## src/rtl/uart_rx_param.sv

```systemverilog
// Oversampling UART receiver: 3-sample majority vote, parity/framing/overrun flags,
// break detection and a valid/ready output handshake.
//   S_IDLE   | line idle, waiting for a falling edge
//   S_START  | validating the start bit (false-start rejection)
//   S_DATA   | sampling DATA_W data bits, LSB first
//   S_PARITY | sampling and checking the parity bit
//   S_STOP   | sampling stop bits; word delivered on the last stop decision
//   S_BREAK  | line held low for a whole frame; waiting for it to recover
module uart_rx_param #(
  parameter int DATA_W    = 8,
  parameter int OVS       = 16,
  parameter int PARITY    = 1,
  parameter int STOP_BITS = 1
) (
  input  logic              clk,
  input  logic              rst_n,
  input  logic              rx_en,
  input  logic              rx,
  output logic [DATA_W-1:0] rx_data,
  output logic              rx_valid,
  input  logic              rx_ready,
  output logic              busy,
  output logic              parity_err,
  output logic              frame_err,
  output logic              overrun_err,
  output logic              break_det
);

  localparam int TW = $clog2(OVS);
  localparam int IW = $clog2(DATA_W + 1);
  localparam logic [TW-1:0] T_S0  = TW'(OVS / 2 - 1);
  localparam logic [TW-1:0] T_S1  = TW'(OVS / 2);
  localparam logic [TW-1:0] T_DEC = TW'(OVS / 2 + 1);
  localparam logic [TW-1:0] T_END = TW'(OVS - 1);
  localparam logic [IW-1:0] I_LAST = IW'(DATA_W - 1);
  localparam logic [IW-1:0] I_STOP = IW'(STOP_BITS - 1);

  typedef enum logic [2:0] {
    S_IDLE, S_START, S_DATA, S_PARITY, S_STOP, S_BREAK
  } state_t;

  state_t              state_q;
  logic                rx_meta_q, rxs_q;
  logic [TW-1:0]       tick_q;
  logic [IW-1:0]       idx_q;
  logic                s0_q, s1_q;
  logic [DATA_W-1:0]   shift_q;
  logic                par_bit_q, par_flag_q, frm_flag_q, stop_hi_q;
  logic [DATA_W-1:0]   rx_data_q;
  logic                rx_valid_q, par_err_q, frm_err_q, ovr_q, brk_q;

  logic maj, at_dec, par_exp, frm_fin, stop_hi_fin, is_break;

  assign maj         = (s0_q & s1_q) | (s0_q & rxs_q) | (s1_q & rxs_q);
  assign at_dec      = (tick_q == T_DEC);
  assign par_exp     = (PARITY == 2) ? ~(^shift_q) : (^shift_q);
  assign frm_fin     = frm_flag_q | ~maj;
  assign stop_hi_fin = stop_hi_q | maj;
  // A break is an all-zero frame: data, parity sample and every stop sample low.
  assign is_break    = (shift_q == '0) && ((PARITY == 0) || !par_bit_q) && !stop_hi_fin;

  always_ff @(posedge clk or negedge rst_n) begin
    if (!rst_n) begin
      rx_meta_q <= 1'b1;
      rxs_q     <= 1'b1;
    end else begin
      rx_meta_q <= rx;
      rxs_q     <= rx_meta_q;
    end
  end

  always_ff @(posedge clk or negedge rst_n) begin
    if (!rst_n) begin
      state_q    <= S_IDLE;
      tick_q     <= '0;
      idx_q      <= '0;
      s0_q       <= 1'b0;
      s1_q       <= 1'b0;
      shift_q    <= '0;
      par_bit_q  <= 1'b0;
      par_flag_q <= 1'b0;
      frm_flag_q <= 1'b0;
      stop_hi_q  <= 1'b0;
      rx_data_q  <= '0;
      rx_valid_q <= 1'b0;
      par_err_q  <= 1'b0;
      frm_err_q  <= 1'b0;
      ovr_q      <= 1'b0;
      brk_q      <= 1'b0;
    end else begin
      ovr_q <= 1'b0;
      brk_q <= 1'b0;
      if (rx_valid_q && rx_ready) begin
        rx_valid_q <= 1'b0;
        rx_data_q  <= '0;
        par_err_q  <= 1'b0;
        frm_err_q  <= 1'b0;
      end
      if (!rx_en) begin
        state_q <= S_IDLE;
        tick_q  <= '0;
        idx_q   <= '0;
      end else begin
        if (state_q inside {S_START, S_DATA, S_PARITY, S_STOP}) begin
          tick_q <= (tick_q == T_END) ? '0 : tick_q + 1'b1;
          if (tick_q == T_S0) s0_q <= rxs_q;
          if (tick_q == T_S1) s1_q <= rxs_q;
        end
        case (state_q)
          S_IDLE: begin
            if (!rxs_q) begin
              state_q    <= S_START;
              tick_q     <= '0;
              idx_q      <= '0;
              par_bit_q  <= 1'b0;
              par_flag_q <= 1'b0;
              frm_flag_q <= 1'b0;
              stop_hi_q  <= 1'b0;
            end
          end
          S_START: begin
            if (at_dec && maj) begin
              state_q <= S_IDLE;
              tick_q  <= '0;
            end else if (tick_q == T_END) begin
              state_q <= S_DATA;
              idx_q   <= '0;
            end
          end
          S_DATA: begin
            if (at_dec) shift_q <= {maj, shift_q[DATA_W-1:1]};
            if (tick_q == T_END) begin
              if (idx_q == I_LAST) begin
                idx_q   <= '0;
                state_q <= (PARITY != 0) ? S_PARITY : S_STOP;
              end else begin
                idx_q <= idx_q + 1'b1;
              end
            end
          end
          S_PARITY: begin
            if (at_dec) begin
              par_bit_q  <= maj;
              par_flag_q <= (maj != par_exp);
            end
            if (tick_q == T_END) state_q <= S_STOP;
          end
          S_STOP: begin
            if (tick_q == T_END) idx_q <= idx_q + 1'b1;
            if (at_dec) begin
              if (idx_q == I_STOP) begin
                // Leave at mid-bit so the next start edge is never missed.
                state_q <= S_IDLE;
                tick_q  <= '0;
                idx_q   <= '0;
                if (is_break) begin
                  brk_q   <= 1'b1;
                  state_q <= S_BREAK;
                end else if (rx_valid_q && !rx_ready) begin
                  ovr_q <= 1'b1;
                end else begin
                  rx_valid_q <= 1'b1;
                  rx_data_q  <= shift_q;
                  par_err_q  <= par_flag_q;
                  frm_err_q  <= frm_fin;
                end
              end else begin
                frm_flag_q <= frm_fin;
                stop_hi_q  <= stop_hi_fin;
              end
            end
          end
          S_BREAK: begin
            if (!rxs_q) begin
              tick_q <= '0;
            end else if (tick_q == T_S0) begin
              state_q <= S_IDLE;
              tick_q  <= '0;
            end else begin
              tick_q <= tick_q + 1'b1;
            end
          end
          default: state_q <= S_IDLE;
        endcase
      end
    end
  end

  assign rx_data     = rx_data_q;
  assign rx_valid    = rx_valid_q;
  assign busy        = (state_q != S_IDLE);
  assign parity_err  = par_err_q;
  assign frame_err   = frm_err_q;
  assign overrun_err = ovr_q;
  assign break_det   = brk_q;

endmodule

```

## config.mk

```make
export PLATFORM = sky130hd
export DESIGN_NAME = uart_rx_param
export DESIGN_NICKNAME = d
export VERILOG_FILES = /design/src/rtl/uart_rx_param.sv
export SDC_FILE = /design/constraint.sdc
export NUM_CORES = 1
export LEC_CHECK = 0
export BUFFER_PORTS_ARGS = -buffer_cell sky130_fd_sc_hd__buf_2
export CAP_MARGIN = 25
export CORE_MARGIN = 1
export CORE_UTILIZATION = 45
export DETAILED_ROUTE_END_ITERATION = 7
export SYNTH_ARGS = -nofsm -noshare
export SYNTH_HDL_FRONTEND = slang
export SYNTH_SLANG_ARGS = --single-unit
```

## constraint.sdc

```tcl
create_clock -name clk -period 3.1 [get_ports clk]
set_input_delay 0.155 -clock clk [delete_from_list [all_inputs] [get_ports clk]]
set_output_delay 0.155 -clock clk [all_outputs]
set_load 0.01 [all_outputs]
```

==> summary.md <==
| Metric | Value |
|---|---|
| Clk root buf | `clkbuf_8` |
| Finish-stage setup viols | `0` |
| CP required | `3270 ps` |
| DRT Pass-1 Iters | `4` |
| Antenna violations before repair | `0` |
| Max-slew headroom | `39.77%` |
| Core area | `0.005075 sq mm` |
| Area leader, netlist | `dfrtp_1` |
| Final hold slack | `-25.39 ps` |
| Drt drc | `0` |
| Die height | `74.51 microns` |
| Post-synth EDFFs | `0` |
| CTS sink count | `40` |
| FILL cells | `513` |
| Most frequent cell after synthesis | `dfrtp_1` |
| CTS tree | `yes` |
| Total GRT Usage | `20.17%` |
| Max Cap Violations | `0` |
| Final hold violations | `38` |
| Startpoint Class | `flip-flop` |
| Antenna cells | `0` |
| Maximum vdd drop | `0.2246 mV` |
| Post-DR wirelength/cell | `14.54 microns` |
| Antenna Nets Post-Route | `0` |
| Register area share after synthesis | `42.41%` |
| Hold Crit Class | `in -> async` |
| Failing checks | `negative hold slack` |
| Std cell rows | `26` |
| H-tree depth | `2` |
| FF/Latch Area | `0.001003 sq mm` |
| Post-route setup TNS | `0 ps` |
| Vias/cell | `5.396` |
| Share of layout cells above drive strength 1 | `15.59%` |
| I/O Buffers | `18` |
| Dominant synthesized flop cell | `dfrtp_1` |
| Vias in the first global route | `1,813` |
| Top cells by count, synth | `dfrtp_1 (38), nand2_1 (32), inv_1 (19)` |
| PD cells | `398.0 mW/mm^2` |
| Post-DP HPWL | `3332 microns` |
| GRT overflow | `0` |
| RSZ-0062 raised after global routing | `no` |
| Synthesis Warnings | `0` |
| Min Tclk post-route | `2191 ps` |
| Largest net degree at the start of global routing | `41` |
| Synth cell types | `54` |
| Worst-margin pin slew | `903.5 ps` |
| Clock slew at reported path FFs | `90 ps` |
| First-pass GRT wire length | `8500 microns` |
| Post-synth top area share | `40.19%` |
| Crit Path Max Fanout | `4` |
| Cell Area, Synth | `0.002366 sq mm` |
| Setup Buffers After CTS | `0` |
| Clock buffer depth | `2` |
| Final worst-path cycle share | `70.69%` |
| Cts hold-fix bufs | `1` |
| Starting Density | `46.62%` |
| WS Path Type | `reg -> reg` |
| Initial DRC Count | `89` |
| Slew Viols, Final | `0` |
| Total wire length | `4841 microns` |
| Gpl congestion | `0.8611` |
| Die width | `74.51 microns` |
| Total power | `1042 uW` |
| Final net count | `276` |
| Total CTS buffers | `5` |
| Ys async rst share | `100.0%` |
| Die Area | `0.005552 sq mm` |
| #FFs+latches synth | `40` |
| IO Pins | `19` |
| Leak Pwr | `0.001321 uW` |
| Mean area per synthesized cell | `9.579 sq um` |
| Layout area overhead | `10.63%` |
| Clock Skew | `5.891 ps` |
| Post-cts resize count | `0` |
| Fmax | `456.4 MHz` |
| Synth top area cells | `dfrtp_1 (40%), mux2i_1 (7.6%), nand2_1 (5.1%)` |
| Status | `finished, violations left` |
| Syn nets | `261` |
| Arrival time at the worst endpoint | `2360 ps` |
| Syn Inst Count | `247` |
| Routed via count | `1,797` |
| Area of the multi-input gates | `0.001217 sq mm` |
| Worst Setup End Kind | `flip-flop` |
| Clock latency on the worst-skew pair | `300 ps` |
[kinds of logic (layout without fill, tap and decap cells)]
kind of cell,after synthesis,in the layout,share of synthesized area [%]
muxes,20,20,8.567
AOI/OAI and AO/OA,44,44,14.17
xor gates and xnor gates,8,8,2.962
adders and majority gates,10,10,5.235
buffers and inverters,33,49,6.134
DFF,40,40,42.41
and+or+nand+nor,92,92,20.52
[per-stage QoR]
step	instance area (sq um)	utilization [%]	worst slack, ps	std cells	hold slack (ps)
after global routing	2618	51.58	637.6	333	58.24
after floorplan	2366	-	1168	247	-140.6
after global placement	2492	49.11	929.5	324	260.5
after CTS	2618	51.58	916.9	333	7.649
final	2618	51.58	908.7	333	-25.39
after detailed placement	2492	49.11	919.3	324	267.5
[routing by layer]
layer	wire length, microns	part of all wire, %	GRT usage [%]	vias to the layer above
li1	-	-	-	890
met1	2320	48	26.04	866
met2	2300	48	33.23	32
met3	124	2.6	3.523	9
met4	96	2.0	8.595	0
met5	0	0	0	-
[final timing paths]
kind	end	cells past startpoint	slack [ps]	start
setup / recovery	idx_q[2]$_DFFE_PN0P_	7	910	idx_q[0]$_DFFE_PN0P_
hold / removal	shift_q[4]$_DFFE_PN0P_	1	-30	rst_n
setup reg to reg	idx_q[2]$_DFFE_PN0P_	7	910	idx_q[0]$_DFFE_PN0P_
hold reg to reg	rxs_q$_DFF_PN1_	0	360	rx_meta_q$_DFF_PN1_
max in group asynchronous	idx_q[3]$_DFFE_PN0P_	1	2560	rst_n
min in group clk	overrun_err$_DFF_PN0_	3	160	rx_ready
[final cells by class]
cell class / instances / share of cell area [%]
multi-input cells: 174 / 46.51
flip-flops and latches: 40 / 38.34
repair buffers: 22 / 4.685
well taps: 70 / 3.346
inverters: 19 / 2.725
clock buffers: 5 / 2.629
clock inverters: 3 / 1.769
[power breakdown]
part | internal [uW] | switching [uW] | total (uW)
clock | 243 | 207 | 449
sequential | 526 | 10.3 | 536
combinational | 19.9 | 36.2 | 56.1
total | 789 | 253 | 1040
[cells in the final DEF (no fill, tap or decap), types with 2 or more instances in the layout]
master	Yosys	final
nand3_1	7	7
o211a_1	2	2
buf_2	7	18
nand2_1	32	32
nor2b_1	4	4
nand4_1	5	5
xnor2_1	8	8
dfrtp_1	38	38
o21ai_0	8	8
mux2i_1	18	18
ha_1	9	9
o22ai_1	2	2
a21oi_1	10	10
nor3_1	9	9
dfstp_2	2	2
a311o_1	2	2
buf_4	1	3
nand2b_1	4	4
and3b_1	2	2
a21boi_0	3	3
and3_1	5	5
inv_1	19	19
nor2_1	13	13
clkbuf_8	0	5
o21bai_1	2	2
o211ai_1	2	2
mux2_2	2	2
[worst max-delay path, cell delays in order, from the launching register on]
cell and delay (ps):
dfrtp_1 410, inv_1 80, ha_1 140, nor3b_1 430, nand2_1 220, a311o_1 360
o21bai_1 300, a21oi_1 120
[state kept, by name, indices dropped and copies added, names as in the netlist]
name,flops
break_det,1
frame_err,1
frm_flag_q,1
idx_q,4
overrun_err,1
par_bit_q,1
par_flag_q,1
parity_err,1
rx_data,8
rx_meta_q,1
rx_valid,1
rxs_q,1
s0_q,1
s1_q,1
shift_q,8
state_q,3
stop_hi_q,1
tick_q,4
Power figures use the tool's default switching activity.
